<file path="config.mk">
export PLATFORM = sky130hd
export DESIGN_NAME = regfile_bypass_sb_flat
export DESIGN_NICKNAME = d
export VERILOG_FILES = /design/src/rtl/regfile_bypass_sb_if.sv /design/src/rtl/regfile_bypass_sb.sv /design/src/flat_wrapper.sv
export SDC_FILE = /design/constraint.sdc
export NUM_CORES = 2
export LEC_CHECK = 0
export ABC_CLOCK_PERIOD_IN_PS = 3500
export BUFFER_PORTS_ARGS = -buffer_cell sky130_fd_sc_hd__buf_2
export CORE_ASPECT_RATIO = 0.9
export CORE_MARGIN = 2
export CORE_UTILIZATION = 57
export CTS_CLUSTER_SIZE = 24
export DETAILED_ROUTE_END_ITERATION = 8
export PLACE_DENSITY = 0.8
export SLEW_MARGIN = 20
export SYNTH_ARGS = -nofsm -noshare
export SYNTH_HDL_FRONTEND = slang
export SYNTH_SLANG_ARGS = --single-unit
</file>
<file path="constraint.sdc">
create_clock -name CLK -period 3.5 [get_ports CLK]
set_clock_uncertainty 0.1 [all_clocks]
set_input_delay 0.175 -clock CLK [delete_from_list [all_inputs] [get_ports CLK]]
set_output_delay 0.175 -clock CLK [all_outputs]
set_load 0.02 [all_outputs]
</file>
<file path="src/rtl/regfile_bypass_sb_if.sv">
// regfile_bypass_sb_if
//   Bundles the decode-side (read/issue), writeback-side (write) and
//   pipeline-control (flush) signals of the bypassing register file.
//   master : pipeline side, drives indices/data/control, observes read data
//            and hazard flags.
//   slave  : the register file itself.
//   Signals:
//     WEN, RD_SEL, WB_DATA        writeback port
//     RS_SEL, SRC_DOUT, RS_BUSY   NUM_READ packed read ports
//     ISSUE_VALID, ISSUE_RD       destination marking at issue
//     FLUSH                       drop all pending-write marks
//     BUSY_VEC                    raw scoreboard state
interface regfile_bypass_sb_if #(
  parameter int DATA_WIDTH = 32,
  parameter int ADDR_WIDTH = 5,
  parameter int NUM_READ   = 2
);
  logic                             WEN;
  logic [ADDR_WIDTH-1:0]            RD_SEL;
  logic [DATA_WIDTH-1:0]            WB_DATA;
  logic [NUM_READ*ADDR_WIDTH-1:0]   RS_SEL;
  logic [NUM_READ*DATA_WIDTH-1:0]   SRC_DOUT;
  logic [NUM_READ-1:0]              RS_BUSY;
  logic                             ISSUE_VALID;
  logic [ADDR_WIDTH-1:0]            ISSUE_RD;
  logic                             FLUSH;
  logic [(2**ADDR_WIDTH)-1:0]       BUSY_VEC;

  modport master (
    output WEN, RD_SEL, WB_DATA, RS_SEL, ISSUE_VALID, ISSUE_RD, FLUSH,
    input  SRC_DOUT, RS_BUSY, BUSY_VEC
  );

  modport slave (
    input  WEN, RD_SEL, WB_DATA, RS_SEL, ISSUE_VALID, ISSUE_RD, FLUSH,
    output SRC_DOUT, RS_BUSY, BUSY_VEC
  );
endinterface

</file>
<file path="src/rtl/regfile_bypass_sb.sv">
// regfile_bypass_sb
//   Integer register file with NUM_READ combinational read ports, one
//   synchronous write port, write-to-read bypass and a per-register
//   scoreboard of pending writes for RAW hazard detection at decode.
//   Ports:
//     CLK    clock, all state updates on the rising edge
//     RESET  synchronous active-high reset (registers and busy bits to 0)
//     rf     regfile_bypass_sb_if.slave bundle (write, read, issue, flush,
//            scoreboard debug vector)
//   ZERO_REG=1 makes index 0 read as zero, drops writes to it and keeps it
//   permanently not-busy.
module regfile_bypass_sb #(
  parameter int DATA_WIDTH = 32,
  parameter int ADDR_WIDTH = 5,
  parameter int NUM_READ   = 2,
  parameter int ZERO_REG   = 1
) (
  input  logic                  CLK,
  input  logic                  RESET,
  regfile_bypass_sb_if.slave    rf
);

  localparam int              DEPTH    = 2 ** ADDR_WIDTH;
  localparam bit              ZR       = (ZERO_REG != 0);
  localparam logic [DEPTH-1:0] ONE_HOT0 = {{(DEPTH-1){1'b0}}, 1'b1};

  logic [DATA_WIDTH-1:0]          regs_r [DEPTH];
  logic [DEPTH-1:0]               busy_r;
  logic [DEPTH-1:0]               busy_nxt_s;
  logic [DEPTH-1:0]               clr_mask_s;
  logic [DEPTH-1:0]               set_mask_s;
  logic                           wr_ok_s;
  logic                           issue_ok_s;
  logic [ADDR_WIDTH-1:0]          idx_s [NUM_READ];
  logic [NUM_READ*DATA_WIDTH-1:0] dout_s;
  logic [NUM_READ-1:0]            rs_busy_s;

  // A write or issue aimed at a hardwired-zero x0 has no effect at all.
  assign wr_ok_s    = rf.WEN && !(ZR && (rf.RD_SEL == {ADDR_WIDTH{1'b0}}));
  assign issue_ok_s = rf.ISSUE_VALID && !(ZR && (rf.ISSUE_RD == {ADDR_WIDTH{1'b0}}));

  // Scoreboard next state: flush beats everything; otherwise set is applied
  // after clear so a same-cycle issue to the completing index stays busy.
  always_comb begin
    clr_mask_s = wr_ok_s    ? (ONE_HOT0 << rf.RD_SEL)   : {DEPTH{1'b0}};
    set_mask_s = issue_ok_s ? (ONE_HOT0 << rf.ISSUE_RD) : {DEPTH{1'b0}};
    if (rf.FLUSH) begin
      busy_nxt_s = {DEPTH{1'b0}};
    end else begin
      busy_nxt_s = (busy_r & ~clr_mask_s) | set_mask_s;
    end
    if (ZR) begin
      busy_nxt_s = busy_nxt_s & ~ONE_HOT0;
    end else begin
      busy_nxt_s = busy_nxt_s;
    end
  end

  // Storage and scoreboard update; reset discards that cycle's write/issue.
  always_ff @(posedge CLK) begin
    if (RESET) begin
      for (int i = 0; i < DEPTH; i++) begin
        regs_r[i] <= {DATA_WIDTH{1'b0}};
      end
      busy_r <= {DEPTH{1'b0}};
    end else begin
      if (wr_ok_s) begin
        regs_r[rf.RD_SEL] <= rf.WB_DATA;
      end
      busy_r <= busy_nxt_s;
    end
  end

  // Unpack the per-port read indices.
  always_comb begin
    for (int k = 0; k < NUM_READ; k++) begin
      idx_s[k] = rf.RS_SEL[k*ADDR_WIDTH +: ADDR_WIDTH];
    end
  end

  // Read ports: zero register, then same-cycle writeback bypass, then
  // storage. A bypass hit also satisfies the hazard, so busy is masked.
  always_comb begin
    dout_s    = {(NUM_READ*DATA_WIDTH){1'b0}};
    rs_busy_s = {NUM_READ{1'b0}};
    for (int k = 0; k < NUM_READ; k++) begin
      if (ZR && (idx_s[k] == {ADDR_WIDTH{1'b0}})) begin
        dout_s[k*DATA_WIDTH +: DATA_WIDTH] = {DATA_WIDTH{1'b0}};
        rs_busy_s[k]                       = 1'b0;
      end else if (wr_ok_s && (rf.RD_SEL == idx_s[k])) begin
        dout_s[k*DATA_WIDTH +: DATA_WIDTH] = rf.WB_DATA;
        rs_busy_s[k]                       = 1'b0;
      end else begin
        dout_s[k*DATA_WIDTH +: DATA_WIDTH] = regs_r[idx_s[k]];
        rs_busy_s[k]                       = busy_r[idx_s[k]];
      end
    end
  end

  assign rf.SRC_DOUT = dout_s;
  assign rf.RS_BUSY  = rs_busy_s;
  assign rf.BUSY_VEC = busy_r;

endmodule
</file>
<file path="src/flat_wrapper.sv">
// flat-port wrapper written by rule: the top's interface ports become plain ports
module regfile_bypass_sb_flat 
#(
  parameter int DATA_WIDTH = 32,
  parameter int ADDR_WIDTH = 5,
  parameter int NUM_READ   = 2,
  parameter int ZERO_REG   = 1
)
  (CLK, RESET, rf_WEN, rf_RD_SEL, rf_WB_DATA, rf_RS_SEL, rf_ISSUE_VALID, rf_ISSUE_RD, rf_FLUSH, rf_SRC_DOUT, rf_RS_BUSY, rf_BUSY_VEC);
  regfile_bypass_sb_if #(.DATA_WIDTH(DATA_WIDTH), .ADDR_WIDTH(ADDR_WIDTH), .NUM_READ(NUM_READ)) rf_i ();
  input  logic CLK;
  input  logic RESET;
  input wire logic [$bits(rf_i.WEN)-1:0] rf_WEN;
  input wire logic [$bits(rf_i.RD_SEL)-1:0] rf_RD_SEL;
  input wire logic [$bits(rf_i.WB_DATA)-1:0] rf_WB_DATA;
  input wire logic [$bits(rf_i.RS_SEL)-1:0] rf_RS_SEL;
  input wire logic [$bits(rf_i.ISSUE_VALID)-1:0] rf_ISSUE_VALID;
  input wire logic [$bits(rf_i.ISSUE_RD)-1:0] rf_ISSUE_RD;
  input wire logic [$bits(rf_i.FLUSH)-1:0] rf_FLUSH;
  output wire logic [$bits(rf_i.SRC_DOUT)-1:0] rf_SRC_DOUT;
  output wire logic [$bits(rf_i.RS_BUSY)-1:0] rf_RS_BUSY;
  output wire logic [$bits(rf_i.BUSY_VEC)-1:0] rf_BUSY_VEC;
  assign rf_i.WEN = rf_WEN;
  assign rf_i.RD_SEL = rf_RD_SEL;
  assign rf_i.WB_DATA = rf_WB_DATA;
  assign rf_i.RS_SEL = rf_RS_SEL;
  assign rf_i.ISSUE_VALID = rf_ISSUE_VALID;
  assign rf_i.ISSUE_RD = rf_ISSUE_RD;
  assign rf_i.FLUSH = rf_FLUSH;
  assign rf_SRC_DOUT = rf_i.SRC_DOUT;
  assign rf_RS_BUSY = rf_i.RS_BUSY;
  assign rf_BUSY_VEC = rf_i.BUSY_VEC;
  regfile_bypass_sb #(.DATA_WIDTH(DATA_WIDTH), .ADDR_WIDTH(ADDR_WIDTH), .NUM_READ(NUM_READ), .ZERO_REG(ZERO_REG)) u_core (.CLK(CLK), .RESET(RESET), .rf(rf_i));
endmodule
</file>
* Word level (Yosys, flattened, before mapping) *
Memory sizes are Yosys's and may differ from the RTL's.
Index checks and enable logic that the tools add are counted.

cells by class
  add/subtract/negate cells = 0
  multipliers = 0
  divide/modulo/power cells = 0
  order comparisons = 2
  equality and inequality tests = 2
  shift-type cells = 2
  multiplexer cells = 22
  bitwise gates (word level) = 3
  reductions and logical operators = 12

operator list
  operator                                                               number
  32-bit 2-to-1 mux                                                      7
  1-bit by 5-bit left shift with 32-bit output (first input constant)    2
  32-bit AND                                                             1
  32-bit NOT                                                             1
  32-bit bitwise OR                                                      1
  32-bit OR reduction                                                    1
  5-bit logical NOT                                                      4
  5-bit by 6-bit < comparator with 1-bit output (second input constant)  2
  1-bit 2-to-1 mux                                                       12
  1-bit binary-select mux with 5-bit select                              2
  5-bit == test                                                          2
  5-bit 2-to-1 mux                                                       1
  1-bit logical AND                                                      4
  1-bit logical NOT                                                      2
  2-bit OR reduction                                                     1

storage, ports and cells
  flip-flop bits (word level) = 32
  latch bits = 0
  bits in writable memories = 1024
  memory bits (read-only) = 0
  input port bits = 57
  logic and storage cells = 46
  memories = 1

memory list
  memory         depth  width  rd ports  clocked after Yosys merged registers in  write ports  line                     text
  u_core.regs_r  32     32     2         0                                        32           regfile_bypass_sb.sv:27  logic [DATA_WIDTH-1:0] regs_r [DEPTH];

* Depth between registers and ports, before layout *
  depth in word-level cells = 8
  mapped depth = 10
  gate-level depth less buffers = 5

* Worst setup path after synthesis *
Ideal clock, no wire load.

  kind = in2reg
  start point = in rf_RD_SEL[4]
  end point = mem u_core.regs_r[23][0], enable pin
  setup time = 0.428 ns
  data arrival time = 2.845 ns
  slack = 0.127 ns
  stages on the path = 5
  path buffers = 3
  cell sequence = clkbuf_1 > buf_2 > buf_1 > nand4_1 > o21bai_1

RTL lines
  element      line                     text
  from (decl)  flat_wrapper.sv:14       input wire logic [$bits(rf_i.RD_SEL)-1:0] rf_RD_SEL;
  to (decl)    regfile_bypass_sb.sv:27

* Final worst setup path *
  start point = in rf_RS_SEL[5]
  end point = out rf_SRC_DOUT[49]

between the ends
  longest elaborated chain between the ends = 4
  elaborated cells between the ends (all ways) = 6

RTL lines
  element                                                     line                     text
  from (decl)                                                 flat_wrapper.sv:16       input wire logic [$bits(rf_i.RS_SEL)-1:0] rf_RS_SEL;
  branches (longest 3 deep; another with memory 32 x 32 bit)  -
  32-bit 2-to-1 mux *                                         regfile_bypass_sb.sv:87  if (ZR && (idx_s[k] == {ADDR_WIDTH{1'b0}})) begin
  to (decl)                                                   flat_wrapper.sv:20       output wire logic [$bits(rf_i.SRC_DOUT)-1:0] rf_SRC_DOUT;

Every way passes the cells marked *.

==> impl_results.md <==
* Status: completed
* Period minus WS final at 3.32 ns
* H-Tree Depth at 3
* Bufs on Longest Clock Path at 3
* Area of the core at around 0.098 sq mm
* Reg-to-Reg End: u_core.rf.BUSY_VEC[12]
* Setup_tns at 0 ns
* Post-synth cell types at between 50 and 60
* Post-synth EDFFs at 1024
* Hold Path Stages at 2
* Wire per inst at 37.2 microns
* Layout cells sized above 1 at 0.252
* Initial antenna violation count at 29
* R2R Setup Slk at 2.00 ns
* Number of nets still failing antenna checks after routing at 0
* Root Driver: clkbuf_16
* Clock slew at reported path FFs at 0.06 ns
* Top cells by area, synth: edfxtp_1 (54%), mux4_2 (16%), and2_1 (11%)
* Ports at 155
* Pwr Total at 30100 uW
* HP Class: input pin to flip-flop
* Sequential cell area fraction in the yosys report at 0.552
* CP arrival at 3.05 ns
* TritonCTS buffer count at 103
* # setup viols final at 0
* Die Span X at 337 microns
* Port bufs at roughly 150
* Synth Cell Area at roughly 0.057 sq mm
* Layout Nets at 4153
* Endpoint with the worst hold slack: u_core.regs_r[29][19]
* Crit path top cell by count: buf_4
* #FFs+latches synth at 1055
* CTS tree: done
* Post-synth ARST share at 0
* Maximum VDD drop at 0.000459 V
* Main synth FF type: edfxtp_1
* Via count at 41.4k
* DP Area at 0.0605 sq mm
* Die height at 303 microns
* Reg2reg start: u_core.rf.BUSY_VEC[12]
* First-pass GRT wire length at 288 mm
* DR iter-0 viols at 7893
* Ys Warns at 0
* Top-area cell type share of the netlist area at 0.541
* Tcrit/Tclk final at 0.949
* Crit path kind: input pin to output pin
* Fin area at about 0.064 sq mm
* GR Layer Usage met1 at 0.515
* Leakage at roughly 0.023 uW
* Critical-path cell list: buf_8 -> buf_4 -> xnor2_1 -> nand3_1 -> nor4_4 -> buf_4 -> or2_2 -> o21ai_0 -> buf_2
* Resized Gates After CTS at 0
* Slew HR at 0.285
* Largest net degree at the start of global routing at between 60 and 70
* Met2 usage at 0.571
* Die ar. at 0.102 sq mm
* Clk Latency, worst-skew pair at 0.69 ns
* Crit Path Max Fanout at 43
* # rows at 109
* Max-slew violation count at 0
* Max-cap violation count at 0
* RSZ-0062 raised after global routing: no
* Starting Density at 0.577
* Critical path startpoint category: input pin
* GRT Util Overall at 0.403
* Power Dens Cells at roughly 470 mW/mm^2
* Placer's final routability congestion estimate at 0.957
* Grt met3 use at 0.185
* Fmax at 0.301 GHz
* DRC violations left at 0
* Post-detail-place hpwl at 124 mm
* Setup crit end kind: output pin
* Final hold vios at 0
* Vias in the first global route at 40.4k
* Synth-to-layout area growth at 12.6%
* Post-CTS Repair Setup Buffers at 0
* Yosys top cell by area: edfxtp_1
* CTS sink count at 1055
* Routed wire length at 206 mm
* Vias per cell at 7.47
* Slowest CP cell: nor4_4
* Avg Inst Size Synth at 14.3 sq um
* Syn Inst Count at 3976
* Worst Path Required at around 3.2 ns
* Pre-antenna DRT Iters at 9
* Slew @ Worst Pin at roughly 1.1 ns
* GRT busiest layer: met2
* Worst stage delay on the critical path at approximately 0.53 ns
* Post-CTS Hold Buffers at 19
* Gr ovfl total at 0
* Min-Delay Startpoint: rf_WB_DATA[19]
* R2R cell count at 4
==> state kept, by name (all words and copies together) (netlist names) <==
signal,cells
u_core.rf.BUSY_VEC,31
u_core.regs_r,1024
==> layer usage <==
metal  part of all wire  up-vias
met1               0.32    20100
met5            0.00072        -
li1                   -    15600
met3               0.19     1041
met4              0.069       18
met2               0.42     4640
==> worst max-delay path by stage <==
stage,start,depth (start not counted),end
after global routing,rf_RS_SEL[5],9,rf_SRC_DOUT[49]
after CTS,u_core.regs_r[27][13],5,rf_SRC_DOUT[13]
after global placement,rf_RD_SEL[3],7,rf_SRC_DOUT[13]
final,rf_RS_SEL[5],9,rf_SRC_DOUT[49]
after floorplan,rf_RD_SEL[4],5,u_core.regs_r[23][0]
after detailed placement,rf_RS_SEL[5],9,rf_SRC_DOUT[49]
==> layout make-up <==
type,instances,area (sq um)
Antenna cell,28,70.1
Clock buffer,127,2750
Clock inverter,61,464
Fill cell,6897,34500
Inverter,6,22.5
Multi-Input combinational cell,2522,24200
Sequential cell,1055,31400
Tap cell,1332,1670
Timing Repair Buffer,408,3470
==> Yosys cell counts, types with 5 or more instances <==
cell type and instances:
nor4_1 9, a211o_1 17, a31oi_1 5, nor3_1 68
a211oi_1 12, xnor2_1 7, nand2_1 102, a22o_1 12
a32o_1 36, buf_2 82, nor2_1 68, nand2b_1 35
clkbuf_1 295, a21oi_1 39, a2111o_1 14, o21ai_0 34
edfxtp_1 1024, o21bai_1 7, nor2b_1 10, a22oi_1 86
a2111oi_0 20, a221o_1 6, mux4_2 397, buf_1 22
mux2i_1 245, o22ai_1 108, nand3_1 8, o31ai_1 5
nand4_1 13, buf_4 22, mux4_1 20, a221oi_1 34
mux2_2 39, and2_1 997, dfxtp_1 31
==> critical path: cells and delay by family <==
kind | cells | cell delay, ns
buf+inv | 4 | 1.43
simple gates | 3 | 0.99
compound gates | 1 | 0.30
xor+xnor | 1 | 0.14
==> through the flow <==
stage / cells / util / worst slack, ns / hold WS (ns)
2_1_floorplan: 4008 / - / 0.127 / 0.251
3_3_place_gp: 5304 / 0.614 / 0.236 / 0.403
3_5_place_dp: 5304 / 0.614 / 0.347 / 0.419
4_1_cts: 5511 / 0.649 / 0.259 / 0.00182
5_1_grt: 5516 / 0.649 / 0.157 / 0.0480
6_report: 5539 / 0.650 / 0.180 / 0.0247
==> cells in the final DEF, fill, tap and decap left out, types with 23 or more instances in the layout <==
cell type  synthesis  final
conb_1             1     33
buf_12             0     55
o22ai_1          108    108
mux2_2            39     39
o21ai_0           34     34
nor3_1            68     56
clkinv_1           2     23
a21oi_1           39     38
edfxtp_1        1024   1024
clkbuf_16          0    107
and2_1           997    997
mux2i_1          245    245
buf_4             22    183
buf_2             82    146
a22oi_1           86     86
mux4_2           397    397
nand2_1          102    102
diode_2            0     28
dfxtp_1           31     31
a32o_1            36     36
nand2b_2           0     24
nor2_1            68     45
clkinv_2           0     24
a221oi_1          34     34
==> where the power goes <==
part | switching (uW) | leakage, uW | internal (uW)
Clock | 4930 | 0.00157 | 6000
Sequential | 381 | 0.0100 | 14500
Combinational | 2600 | 0.0111 | 1660
==> cells by family after synthesis <==
kind of cell              Yosys count  synth area share
DFF                              1055             0.552
xor gates and xnor gates           10           0.00154
muxes                             701             0.218
AOI/OAI and AO/OA                 439            0.0573
and+or+nand+nor                  1339             0.139
buffers and inverters             431            0.0323
other                               1         0.0000660
Power figures use the tool's default switching activity.
